## src/rtl/seg7_pkg.sv

```systemverilog
// Shared constants for the seven-segment scan driver: digit codes,
// active-low segment patterns {g,f,e,d,c,b,a} and default timing.
package seg7_pkg;

    localparam int DIV_CYCLES_DEF   = 100000;
    localparam int BLINK_CYCLES_DEF = 50000000;

    localparam logic [3:0] CODE_DASH  = 4'hA;
    localparam logic [3:0] CODE_BLANK = 4'hF;

    localparam logic [6:0] SEG_0     = 7'b1000000;
    localparam logic [6:0] SEG_1     = 7'b1111001;
    localparam logic [6:0] SEG_2     = 7'b0100100;
    localparam logic [6:0] SEG_3     = 7'b0110000;
    localparam logic [6:0] SEG_4     = 7'b0011001;
    localparam logic [6:0] SEG_5     = 7'b0010010;
    localparam logic [6:0] SEG_6     = 7'b0000010;
    localparam logic [6:0] SEG_7     = 7'b1111000;
    localparam logic [6:0] SEG_8     = 7'b0000000;
    localparam logic [6:0] SEG_9     = 7'b0010000;
    localparam logic [6:0] SEG_DASH  = 7'b0111111;
    localparam logic [6:0] SEG_BLANK = 7'b1111111;

    localparam logic [3:0] AN_OFF    = 4'b1111;

endpackage

```

## src/rtl/seg7_decode.sv

```systemverilog
// Combinational digit-code to active-low segment pattern decoder.
// Codes 0-9 are digits, CODE_DASH lights only g, everything else is blank.
module seg7_decode
    import seg7_pkg::*;
(
    input  logic [3:0] code,
    output logic [6:0] seg
);

    // map one 4-bit code onto its segment pattern
    always_comb begin
        seg = SEG_BLANK;
        case (code)
            4'd0:      seg = SEG_0;
            4'd1:      seg = SEG_1;
            4'd2:      seg = SEG_2;
            4'd3:      seg = SEG_3;
            4'd4:      seg = SEG_4;
            4'd5:      seg = SEG_5;
            4'd6:      seg = SEG_6;
            4'd7:      seg = SEG_7;
            4'd8:      seg = SEG_8;
            4'd9:      seg = SEG_9;
            CODE_DASH: seg = SEG_DASH;
            default:   seg = SEG_BLANK;
        endcase
    end

endmodule

```

## src/rtl/seg7_scan_driver.sv

```systemverilog
// Four-digit common-anode display multiplexer. A snapshot of nums is taken
// once per frame (on the digit 3 -> 0 wrap) so updates never tear mid-frame.
// an/seg/dp are registered together so anode and segments switch on the
// same edge. A free-running blink timer can blank the whole display.
module seg7_scan_driver
    import seg7_pkg::*;
#(
    parameter int DIV_CYCLES   = DIV_CYCLES_DEF,
    parameter int BLINK_CYCLES = BLINK_CYCLES_DEF
) (
    input  logic        clk,
    input  logic        rst,
    input  logic [15:0] nums,
    input  logic        blink,
    output logic [3:0]  an,
    output logic [6:0]  seg,
    output logic        dp
);

    localparam int DIV_W   = (DIV_CYCLES   > 1) ? $clog2(DIV_CYCLES)   : 1;
    localparam int BLINK_W = (BLINK_CYCLES > 1) ? $clog2(BLINK_CYCLES) : 1;

    logic [DIV_W-1:0]   div_cnt;
    logic [1:0]         idx;
    logic [15:0]        snap;
    logic [BLINK_W-1:0] blink_cnt;
    logic               phase_on;

    logic               div_tc;
    logic               blink_tc;
    logic [3:0]         cur_code;
    logic [6:0]         cur_seg;
    logic               dark;

    assign div_tc   = (div_cnt == DIV_W'(DIV_CYCLES - 1));
    assign blink_tc = (blink_cnt == BLINK_W'(BLINK_CYCLES - 1));
    assign cur_code = snap[{idx, 2'b00} +: 4];
    assign dark     = blink & ~phase_on;

    seg7_decode u_decode (
        .code (cur_code),
        .seg  (cur_seg)
    );

    // digit dwell divider, digit index and once-per-frame snapshot
    always_ff @(posedge clk) begin
        if (rst) begin
            div_cnt <= '0;
            idx     <= 2'd0;
            snap    <= 16'hFFFF;
        end else if (div_tc) begin
            div_cnt <= '0;
            idx     <= idx + 2'd1;
            if (idx == 2'd3)
                snap <= nums;
        end else begin
            div_cnt <= div_cnt + DIV_W'(1);
        end
    end

    // free-running blink half-period timer; runs even when blink is low
    always_ff @(posedge clk) begin
        if (rst) begin
            blink_cnt <= '0;
            phase_on  <= 1'b1;
        end else if (blink_tc) begin
            blink_cnt <= '0;
            phase_on  <= ~phase_on;
        end else begin
            blink_cnt <= blink_cnt + BLINK_W'(1);
        end
    end

    // registered pin drive; separator dot sits after the minutes-ones digit
    always_ff @(posedge clk) begin
        if (rst) begin
            an  <= AN_OFF;
            seg <= SEG_BLANK;
            dp  <= 1'b1;
        end else begin
            an  <= dark ? AN_OFF : ~(4'b0001 << idx);
            seg <= cur_seg;
            dp  <= ~((idx == 2'd2) && !dark);
        end
    end

endmodule

```

## config.mk

```make
export PLATFORM = sky130hd
export DESIGN_NAME = seg7_scan_driver
export DESIGN_NICKNAME = d
export VERILOG_FILES = /design/src/rtl/seg7_pkg.sv /design/src/rtl/seg7_decode.sv /design/src/rtl/seg7_scan_driver.sv
export SDC_FILE = /design/constraint.sdc
export NUM_CORES = 1
export LEC_CHECK = 0
export BUFFER_PORTS_ARGS = -buffer_cell sky130_fd_sc_hd__buf_2
export CAP_MARGIN = 5
export CORE_ASPECT_RATIO = 1.4
export CORE_MARGIN = 2
export CORE_UTILIZATION = 55
export DETAILED_ROUTE_END_ITERATION = 10
export PLACE_DENSITY = 0.81
export SLEW_MARGIN = 5
export SYNTH_ARGS = -nofsm -noshare
export SYNTH_HDL_FRONTEND = slang
export SYNTH_SLANG_ARGS = --single-unit
```

## constraint.sdc

```tcl
create_clock -name clk -period 2.6 [get_ports clk]
set_input_delay 0.13 -clock clk [delete_from_list [all_inputs] [get_ports clk]]
set_output_delay 0.13 -clock clk [all_outputs]
set_load 0.05 [all_outputs]
```

# Yosys cells after proc, flatten, opt, wreduce, memory -nomap -nowiden
# Memories as Yosys holds them, arrays and structs flattened. A register that Yosys moved wholly into a read port is not among the register bits.
# Index checks and enable logic that the tools add are counted.
op_classes:
  multipliers: 0
  n_reduce_logical: 6
  eq_ne: 4
  n_div: 0
  magnitude_cmp: 0
  n_bitwise: 4
  mux: 0
  n_shift: 2
  add_sub_neg: 3
ops:
  columns: ["cell", "count"]
  rows:
  - ["26-bit by 1-bit adder with 26-bit output, second input constant", 1]
  - ["26-bit equality test, second input constant", 1]
  - ["17-bit by 1-bit adder with 17-bit output, second input constant", 1]
  - ["17-bit equality test, second input constant", 1]
  - ["16-bit by 5-bit variable part select with 4-bit output", 1]
  - ["2-bit OR reduction", 3]
  - ["2-bit equality test, second input constant", 2]
  - ["4-bit inverter", 1]
  - ["1-bit by 2-bit << shifter with 4-bit output, first input constant", 1]
  - ["2-bit by 1-bit adder with 2-bit output, second input constant", 1]
  - ["1-bit inverter", 2]
  - ["2-bit AND reduction", 1]
  - ["1-bit bitwise AND", 1]
  - ["1-bit logical AND", 1]
  - ["1-bit zero test", 1]
totals:
  n_memories: 1
  latchBits: 0
  ram_bits: 0
  in_bits: 19
  ff_bits: 67
  romBits: 112
  output_inout_bits: 12
memory_table:
  columns: ["memory", "depth", "width", "rd", "rd_ports_with_merged_regs", "write_ports", "line_no", "text"]
  rows:
  - ["(no name shown)", 16, 7, 1, 1, 0, "seg7_decode.sv:13", "case (code)"]

# Logic depth before layout (Yosys ltp)
# Gate-level depths: netlist of the first run.
logic_depth:
  word_depth: 5
  mapped_depth: 8
  ltp_nobuf: 6

# Hierarchy
# Synthesis of the first run repeated with hierarchy kept, for this count alone.
unflattened:
  cells_unflattened: 380
  area_unflattened_um2: 3427.0
modules_own_cells:
  columns: ["mod", "cells_each", "seq_area_each_um2", "area_each_um2", "n_inst"]
  rows:
  - ["seg7_scan_driver", 347, 1481.4, 3203.1, 1]
  - ["seg7_decode", 33, 0.0, 224.0, 1]

# Worst setup path before layout of the first run
# OpenSTA, ideal clock, no wires.
synth_timing:
  path_type: "register to register"
  from: "register div_cnt[0]"
  to: "register snap[10]"
  t_arrival_ps: 1912
  t_required_ps: 2480
  n_path_buf: 3
  path_slack_ps: 568
  setup_time_ps: 120
  path_stages_with_launch: 9
  cell_sequence: "dfxtp_1 -> ha_1 -> and4_1 -> clkbuf_1 -> and4_1 -> buf_2 -> nand2_1 -> clkbuf_1 -> a211o_1"
synth_via:
  elab_chain_len: 2
synth_lines:
  columns: ["element", "line_no", "text"]
  rows:
  - ["from (decl)", "seg7_scan_driver.sv:23", "logic [DIV_W-1:0] div_cnt;"]
  - ["from (signal assigned)", "seg7_scan_driver.sv:57", "div_cnt <= div_cnt + DIV_W'(1);"]
  - ["17-bit equality test", "seg7_scan_driver.sv:35", "assign div_tc = (div_cnt == DIV_W'(DIV_CYCLES - 1));"]
  - ["2-bit AND reduction (no line)", null, null]
  - ["to (signal assigned)", "seg7_scan_driver.sv:55", "snap <= nums;"]
  - ["to (decl)", "seg7_scan_driver.sv:25", "logic [15:0] snap;"]
# No other way between the ends.
# A chain may end at the register's enable or synchronous reset.

# Worst setup path in the final report of the first run
layout_timing:
  from: "register blink_cnt[24]"
  to: "register blink_cnt[8]"
layout_via:
  elab_chain_len: 2
layout_lines:
  columns: ["element", "line_no", "text"]
  rows:
  - ["from (decl)", "seg7_scan_driver.sv:26", "logic [BLINK_W-1:0] blink_cnt;"]
  - ["from (signal assigned)", "seg7_scan_driver.sv:70", "blink_cnt <= blink_cnt + BLINK_W'(1);"]
  - ["26-bit equality test", "seg7_scan_driver.sv:36", "assign blink_tc = (blink_cnt == BLINK_W'(BLINK_CYCLES - 1));"]
  - ["2-bit OR reduction (no line)", null, null]
# No other way between the ends.

==> metrics.csv, run 1 <==
metric,value,unit
rr_startpoint,blink_cnt[24],
tightest_slew,0.616,ns
first_pass_iters,4,
post_cts_resized,0,
critPathArrivalTime,2.42,ns
cts_tree,built,
p_per_area,580,mW/mm^2
place_area,0.00344,sq mm
post-cts-setup-buffers,0,
whs_endpoint,an[3],
crit_chain,"or4b_1, or4_4, o21bai_4, nor2_1",
holdCritStartpoint,blink,
ir_worst_vdd,0.420,mV
finalSetupViolCount,0,
rsz0062_at_grt,false,
grt_max_degree,27,
min_period,2.20,ns
area_growth,11.7,%
first_iter_violations,124,
fin_area,0.00364,sq mm
synth-xor-area-share,0.0698,
initial_utilization,0.564,
hold_viol_final,0,
insertion_delay,0.35,ns
dieArea,0.00657,sq mm
yosys_warnings,0,
route.detailed.drc,0,
synth.area.top_cells,"dfxtp_1 45%, xor2_1 4.6%, a211o_1 4.3%",
pin_count,31,
crit_slowest_cell,or4_4,
path_buf_inv,0,
critical-path-top-delay-family,simple AND/OR/NAND/NOR gates,
period_share,0.847,
r2r_slack,0.40,ns
criticalPathCategory,reg2reg,
clockRootBuffer,clkbuf_8,
numClockSinks,74,
grt.overflow.total,0,
vias,2649,
synthesis.nets,379,
critPathMaxFanout,26,
core.rowCount,33,
port_buffers,30,
status,completed,
muxShareOfSynthArea,0.0368,
worst_hold_path.num_cells,3,
clk_path_buf_depth,2,
yosys.area_share.simple,0.238,
reg2reg_to,blink_cnt[8],
ctsHoldBuffers,0,
drv_cap,0,
dpl.hpwl,4300,um
finalWirelength,6270,um
avgRoutedWirePerCell,14.0,um
cts_htree_levels,3,
crit_path_max_incr_delay,0.55,ns
die_h,95.1,um
viasPerCell,5.91,
antenna_found_initial,0,
ys_seq_area_frac,0.454,
maxSlewViolCount,0,
synth_cell_types,36,
first_global_vias,2449,
fp.coreArea,0.00578,sq mm
holdCritPathClass,in2reg,
antenna_cells,0,
drtAntennaViolNets,0,
syn_area,0.00326,sq mm
gp_congestion,0.778,
clk_pin_slew,0.08,ns
ff2ff_path_depth,4,
synthCells,349,
fmax,0.454,GHz
synth_largest_area_cell,dfxtp_1,
die_x,69.1,um
crit_path_end_kind,flop,
skew,0.00784,ns
synth_seq_cells,74,
synth_top_family_by_area,simple AND/OR/NAND/NOR gates,
drive_above_1_share,0.151,
relSlewSlack,0.588,
avgSynthCellArea,9.34,sq um
finish.utilization,0.630,
startpoint_type,flop,
layout.nets,403,
synth-adder-area-share,0.0422,
grt_pass1_wl,10400,um
synth_compound_area_frac,0.120,
grt_use_total,0.195,
required,2.81,ns
leakagePower,1.37,nW
numCtsBuffers,9,
synth_largest_type_area_fraction,0.454,
tns,0,ns
worstSetupStartpoint,blink_cnt[24],
==> per-stage QoR <==
step	worst slack, ns	total power [mW]	cells	hold slack (ns)
after global placement	0.443	1.22	432	0.434
after CTS	0.390	2.13	448	0.0621
after floorplan	0.568	1.21	349	0.326
final	0.397	2.11	448	0.0717
after global routing	0.281	2.18	448	0.101
after detailed placement	0.422	1.23	432	0.426
==> cells in the mapped netlist, drive strengths merged <==
cell type  number
xor2           17
and3           20
nand2          22
nor2           34
xnor2           9
mux2i           3
or4b            1
a21oi          19
nand2b          1
ha             11
or2             2
o21ai          14
mux4            4
a211o          16
nor4            3
nand3          14
inv            11
and4            9
a21o            1
or4             6
buf             4
nor3b           1
clkbuf         16
or3            12
o21a            1
nor4bb          2
nor3            1
o31ai           6
dfxtp          74
o21bai          2
nand4          11
nor4b           2
==> how the worst max path moves through the flow <==
stage | end | slack, ns | cells after the start
final | blink_cnt[8] | 0.40 | 4
after detailed placement | blink_cnt[3] | 0.42 | 4
after global placement | blink_cnt[9] | 0.44 | 4
after CTS | blink_cnt[9] | 0.39 | 4
after global routing | blink_cnt[8] | 0.28 | 4
after floorplan | snap[10] | 0.57 | 8
==> power breakdown <==
| group | switching (mW) | total [mW] | leakage (nW) | internal (mW) |
|---|---|---|---|---|
| registers | 0.00756 | 1.15 | 0.599 | 1.14 |
| logic | 0.0310 | 0.0512 | 0.671 | 0.0202 |
| clock network | 0.438 | 0.912 | 0.0997 | 0.475 |
==> state kept, by name, indices dropped and copies added, names as in the netlist <==
register and flops:
an 4, div_cnt 17, seg 7, phase_on 1, snap 16, blink_cnt 26
dp 1, idx 2
==> routing by layer <==
metal	routed length, um	part of all wire	vias up	global-route usage
li1	-	-	1306	-
met1	2750	0.44	1293	0.215
met2	3210	0.51	41	0.351
met3	217	0.035	9	0.0497
met4	97	0.015	0	0.0948
met5	0	0	-	0
==> worst min-delay path: cells and delay by family <==
kind                   cells  cell delay [ns]
and+or+nand+nor            1             0.08
buffers and inverters      1             0.07
AOI/OAI and AO/OA          1             0.11
==> logic make-up (layout without fill, tap and decap cells) <==
logic type	after synthesis	in the layout
and+or+nand+nor	141	141
DFF	74	74
AOI/OAI and AO/OA	59	59
buffers and inverters	31	60
xor gates and xnor gates	26	26
adders and majority gates	11	11
muxes	7	7
==> cell usage in the layout, fill, tap and decap left out, types with 2 or more instances in the layout <==
cell	count
buf_2	30
nor4bb_1	2
and4_1	9
mux2i_1	3
or4_1	4
and3_1	20
or3_1	12
o21ai_0	14
mux4_2	4
dfxtp_1	74
xnor2_1	9
clkinv_4	3
nand3_1	14
nor4b_1	2
inv_1	11
a211o_1	16
clkbuf_8	10
o31ai_1	6
nand2_1	22
nand4_1	11
a21oi_1	19
nor2_1	34
ha_1	11
buf_4	3
xor2_1	17
or2_2	2
nor4_1	3
==> layout make-up <==
cell class | instances | area (sq um)
clock buffers | 11 | 141
clock inverters | 5 | 63.8
fillers | 511 | 2140
inverters | 11 | 41.3
multi-input cells | 244 | 1650
flip-flops and latches | 74 | 1480
well taps | 70 | 87.6
repair buffers | 33 | 173
Power figures use the tool's default switching activity.
==> inputs of run 2 (changes only) <==
==> constraint.sdc (replaced) <==
create_clock -name clk -period 2.1 [get_ports clk]
set_input_delay 0.105 -clock clk [delete_from_list [all_inputs] [get_ports clk]]
set_output_delay 0.105 -clock clk [all_outputs]
set_load 0.05 [all_outputs]
==> run 2 against run 1 <==
  * Clock power increased by 8.3%
  * Critical path depth unchanged
  * Sequential power increased by 23%
  * Largest cell class unchanged
  * Highest routed layer unchanged
  * First-iteration DRC count increased by 26%
  * Worst setup slack got worse by 0.32 ns
==> metrics.csv, run 2 (synthesis gave the netlist of run 1 again) <==
metric,value,unit,change
cts_htree_levels,3,,unchanged
required,2.35,ns,-0.46 ns
p_per_area,672,mW/mm^2,+16%
finalWirelength,6090,um,-2.9%
layout_common_cells,"74 x dfxtp_1, 34 x nor2_1, 30 x buf_2",,
dpl.hpwl,4190,um,-2.7%
first_global_vias,2426,,-0.94%
maxSlewViolCount,0,,unchanged
die_h,95.1,um,unchanged
largest-register,blink_cnt,,
numCtsBuffers,9,,unchanged
multi_input_area,0.00165,sq mm,unchanged
ctsHoldBuffers,0,,unchanged
insertion_delay,0.35,ns,about the same
fp.coreArea,0.00578,sq mm,unchanged
pin_count,31,,unchanged
status,completed,,
clk_pin_slew,0.08,ns,about the same
port_buffers,30,,unchanged
post-cts-setup-buffers,0,,unchanged
reg_top3,"blink_cnt (26), div_cnt (17), snap (16)",,
crit_path_end_kind,flop,,
core.rowCount,33,,unchanged
ir_worst_vdd,0.513,mV,+22%
grt_use_total,0.193,,-0.00294
criticalPathCategory,reg2reg,,
place_inst,440,,+1.9%
cts_tree,built,,
first_pass_iters,4,,unchanged
initial_utilization,0.564,,unchanged
drive_above_1_share,0.171,,+0.0202
grt_max_degree,27,,unchanged
first_iter_violations,156,,+26%
critPathMaxFanout,4,,-85%
critPathArrivalTime,2.27,ns,-0.15 ns
antenna_found_initial,0,,unchanged
die_x,69.1,um,unchanged
tns,0,ns,unchanged
startpoint_type,flop,,
leakagePower,1.41,nW,+2.7%
relSlewSlack,0.619,,+0.0303
vias,2602,,-1.8%
skew,0.0158,ns,+0.00795 ns
area_growth,13.0,%,
tightest_slew,0.571,ns,-0.0452 ns
fmax,0.494,GHz,+8.9%
rr_startpoint,blink_cnt[24],,
antenna_cells,0,,unchanged
holdCritPathClass,in2reg,,
drtAntennaViolNets,0,,unchanged
crit_end,phase_on,,
largest_reg_flops,26,,unchanged
worstSetupStartpoint,blink_cnt[24],,
post_cts_resized,0,,unchanged
finalSetupViolCount,0,,unchanged
fillCellCount,487,,-4.7%
min_period,2.02,ns,-0.180 ns
hold_viol_final,0,,unchanged
route.detailed.drc,0,,unchanged
reg2reg_to,phase_on,,
clk_path_buf_depth,2,,unchanged
grt.overflow.total,0,,unchanged
grt_pass1_wl,10300,um,-1.4%
gp_congestion,0.800,,+2.8%
viasPerCell,5.71,,-3.5%
dieArea,0.00657,sq mm,unchanged
rsz0062_at_grt,false,,
period_share,0.963,,+0.116
finish.utilization,0.638,,+0.00779
drv_cap,0,,unchanged
layout.nets,411,,+2.0%
final_common_cell,dfxtp_1,,
seq_area,0.00148,sq mm,unchanged
numClockSinks,74,,unchanged
avgRoutedWirePerCell,13.4,um,-4.6%
clockRootBuffer,clkbuf_8,,
ff2ff_path_depth,4,,unchanged
r2r_slack,0.08,ns,-0.32 ns
post_layout_nonfiller_instances,456,,+1.8%
[run 2: per-layer routing]
| layer | GRT usage | up-vias | part of all wire |
|---|---|---|---|
| li1 | - | 1321 | - |
| met5 | 0 | - | 0 |
| met2 | 0.345 | 37 | 0.52 |
| met3 | 0.0423 | 11 | 0.025 |
| met4 | 0.0980 | 0 | 0.024 |
| met1 | 0.215 | 1233 | 0.43 |
[run 2: power by group]
| group | switching [mW] | internal (mW) | total [mW] |
|---|---|---|---|
| clock | 0.528 | 0.460 | 0.988 |
| combinational | 0.0395 | 0.0287 | 0.0682 |
| sequential | 0.00898 | 1.41 | 1.42 |
| total | 0.576 | 1.90 | 2.48 |
[run 2: critical path, cell delays in order (launching register included)]
cell,delay (ns)
dfxtp_1,0.33
or4b_1,0.51
or4_4,0.55
or3_1,0.35
a21o_1,0.18
[run 2: final cells by class]
| class | instances | share of cell area |
|---|---|---|
| repair buffers | 41 | 0.0665 |
| clock inverters | 6 | 0.0109 |
| multi-input cells | 244 | 0.448 |
| clock buffers | 10 | 0.0373 |
| inverters | 11 | 0.0112 |
| well taps | 70 | 0.0238 |
| flip-flops and latches | 74 | 0.402 |
[run 2: per-stage QoR]
step	hold WS (ns)	worst slack, ns	total power, mW	instance area, sq um
after detailed placement	0.413	0.0884	1.52	3510
final	0.0586	0.0767	2.48	3690
after CTS	0.0545	0.0769	2.49	3690
after global placement	0.405	0.0886	1.52	3510
after floorplan	0.301	0.0681	1.50	3260
after global routing	0.0732	0.0356	2.56	3690
[run 2: worst min-delay path by stage]
stage	depth (start not counted)	to	slack, ns	start
2_1_floorplan	2	an[0]	0.30	blink
3_3_place_gp	3	dp	0.40	blink
3_5_place_dp	3	an[2]	0.41	blink
4_1_cts	3	an[2]	0.05	blink
5_1_grt	3	snap[12]	0.07	nums[12]
6_report	3	an[2]	0.06	blink
==> inputs of run 3 (changes only) <==
--- a/config.mk
+++ b/config.mk
@@ -5,13 +5,14 @@
 export SDC_FILE = /design/constraint.sdc
 export NUM_CORES = 1
 export LEC_CHECK = 0
+export ABC_AREA = 1
 export BUFFER_PORTS_ARGS = -buffer_cell sky130_fd_sc_hd__buf_2
 export CAP_MARGIN = 5
 export CORE_ASPECT_RATIO = 1.4
 export CORE_MARGIN = 2
 export CORE_UTILIZATION = 55
 export DETAILED_ROUTE_END_ITERATION = 10
-export PLACE_DENSITY = 0.81
+export PLACE_DENSITY_LB_ADDON = 0.12
 export SLEW_MARGIN = 5
 export SYNTH_ARGS = -nofsm -noshare
 export SYNTH_HDL_FRONTEND = slang
==> run 3 against run 2 <==
  * Largest cell class unchanged
  * Largest power group unchanged
  * Die area up 11%
  * Area after synthesis up 12%
  * Sequential share of layout area down 3.5 points
  * Clock power up 27%
  * Worst setup slack better by 0.29 ns
  * Routed wire length up 21%
  * Cell count up 36%
  * Utilization down 1.5 points
==> metrics.csv, run 3 <==
metric,value,unit,change
tightest_slew,0.417,ns,-0.154 ns
largest-register,blink_cnt,,
grt_pass1_wl,13300,um,+29%
post_cts_resized,0,,unchanged
ctsHoldBuffers,0,,unchanged
criticalPathCategory,reg2reg,,
yosysMostFrequentCell,nand2_1,,
synth_seq_cells,74,,unchanged
die_x,72.7,um,+5.3%
initial_utilization,0.561,,-0.00268
tns,0,ns,unchanged
relSlewSlack,0.722,,+0.103
finalWirelength,7350,um,+21%
first_global_vias,3108,,+28%
synthesis.nets,540,,+42%
p_per_area,677,mW/mm^2,+0.68%
layout_common_cells,"145 x nand2_1, 90 x nor2_1, 74 x dfxtp_1",,
place_inst,606,,+38%
cts_tree,built,,
grt_max_degree,27,,unchanged
status,completed,,
synthCells,510,,+46%
drv_cap,0,,unchanged
antenna_found_initial,0,,unchanged
synth_largest_area_cell,dfxtp_1,,
grt_use_total,0.228,,+0.0359
clk_path_buf_depth,2,,unchanged
rsz0062_at_grt,false,,
crit_slowest_cell,dfxtp_1,,
clk_pin_slew,0.08,ns,about the same
min_period,1.74,ns,-0.287 ns
maxSlewViolCount,0,,unchanged
area_growth,10.9,%,
final_common_cell,nand2_1,,
synth.top_cells.by_count,"145 x nand2_1, 90 x nor2_1, 74 x dfxtp_1",,
dieArea,0.00729,sq mm,+11%
numClockSinks,74,,unchanged
yosys_warnings,0,,unchanged
drive_above_1_share,0.128,,-0.0430
crit_chain,"inv_4, nand2_1, nand3_1, nand2_1, inv_1, ha_1, inv_1, nand2_1, a21oi_1, nand2_1",,
holdWs,0.0124,ns,-0.0462 ns
synth_edf_count,0,,unchanged
fp.coreArea,0.00648,sq mm,+12%
synth.area.top_cells,"dfxtp_1 41%, nand2_1 15%, nor2_1 9.3%",,
first_pass_iters,5,,+1
required,2.34,ns,about the same
synthFlopType,dfxtp_1,,
layout.nets,573,,+39%
period_share,0.827,,-0.137
leakagePower,1.58,nW,+13%
reg_top3,"blink_cnt (26), div_cnt (17), snap (16)",,
port_buffers,30,,unchanged
fmax,0.576,GHz,+17%
crit_path_frequent_cell,nand2_1,,
crit_path_max_incr_delay,0.58,ns,+0.03 ns
clockRootBuffer,clkbuf_8,,
core.rowCount,35,,+6.1%
critPathMaxFanout,12,,+8
finalSetupViolCount,0,,unchanged
startpoint_type,flop,,
synth_largest_type_area_fraction,0.407,,-0.0472
skew,0.00623,ns,-0.00955 ns
syn_area,0.00364,sq mm,+12%
largest_reg_flops,26,,unchanged
post_layout_nonfiller_instances,621,,+36%
gp_congestion,0.916,,+15%
grt.overflow.total,0,,unchanged
first_iter_violations,201,,+29%
crit_path_end_kind,flop,,
async_flop_share,0,,unchanged
dpl.hpwl,5400,um,+29%
antenna_cells,0,,unchanged
numCtsBuffers,9,,unchanged
post-cts-setup-buffers,0,,unchanged
vias,3210,,+23%
route.detailed.drc,0,,unchanged
synth_cell_types,32,,-11%
insertion_delay,0.34,ns,about the same
viasPerCell,5.17,,-9.4%
avgRoutedWirePerCell,11.8,um,-11%
pin_count,31,,unchanged
hold_viol_final,0,,unchanged
critPathArrivalTime,1.98,ns,-0.29 ns
drtAntennaViolNets,0,,unchanged
ys_seq_area_frac,0.407,,-0.0472
ir_worst_vdd,0.577,mV,+12%
die_h,100,um,+5.4%
holdCritPathClass,in2reg,,
cts_htree_levels,3,,unchanged
avgSynthCellArea,7.13,sq um,-24%
run 3: cell type report:
class / instances / area, sq um
fill: 600 / 2440
inverter: 42 / 160
multi-input combinational: 383 / 1900
sequential: 74 / 1480
tap: 74 / 92.6
timing repair buffer: 33 / 173
clock buffer: 11 / 151
clock inverter: 4 / 73.8
run 3: metal layers:
layer | global-route usage | share of wire | vias to the layer above
met5 | 0 | 0 | -
met4 | 0.105 | 0.022 | 0
met3 | 0.0422 | 0.032 | 17
met2 | 0.390 | 0.50 | 55
met1 | 0.274 | 0.45 | 1448
li1 | - | - | 1690
run 3: critical path, delay by kind of cell (launching register included):
| kind | cells | cell delay [ns] |
|---|---|---|
| and+or+nand+nor | 5 | 0.44 |
| buffers and inverters | 3 | 0.27 |
| AOI/OAI and AO/OA | 1 | 0.12 |
| DFF | 1 | 0.58 |
| adders and majority gates | 1 | 0.22 |
run 3: cell families (layout without fill, tap and decap cells):
kind of cell / Yosys count / in the layout / synth area share
AND/OR/NAND/NOR: 324 / 324 / 0.396
XOR/XNOR: 19 / 19 / 0.0457
adder cells (fa/ha/maj): 11 / 11 / 0.0378
buffers and inverters: 53 / 90 / 0.0695
AO/OA/AOI/OAI: 29 / 29 / 0.0437
flip-flops: 74 / 74 / 0.407
run 3: stage by stage:
step	instance area, sq um	util	setup slack (ns)	power [mW]
after detailed placement	3810	0.588	0.384	1.52
after floorplan	3640	-	0.665	1.50
after CTS	4040	0.623	0.362	2.76
after global routing	4040	0.623	0.138	2.83
after global placement	3810	0.588	0.479	1.52
final	4040	0.623	0.364	2.73
run 3: final timing paths:
| kind | startpoint | end | slack (ns) | cells past startpoint |
|---|---|---|---|---|
| setup / recovery | idx[0] | seg[6] | 0.36 | 10 |
| hold / removal | nums[14] | snap[14] | 0.01 | 3 |
| setup reg to reg | idx[0] | seg[6] | 0.36 | 10 |
| hold reg to reg | div_cnt[0] | div_cnt[0] | 0.45 | 1 |
run 3: power breakdown:
group          total, mW  internal [mW]  switching, mW
combinational     0.0657         0.0249         0.0408
clock               1.25          0.730          0.515
sequential          1.42           1.41        0.00827
total               2.73           2.17          0.564
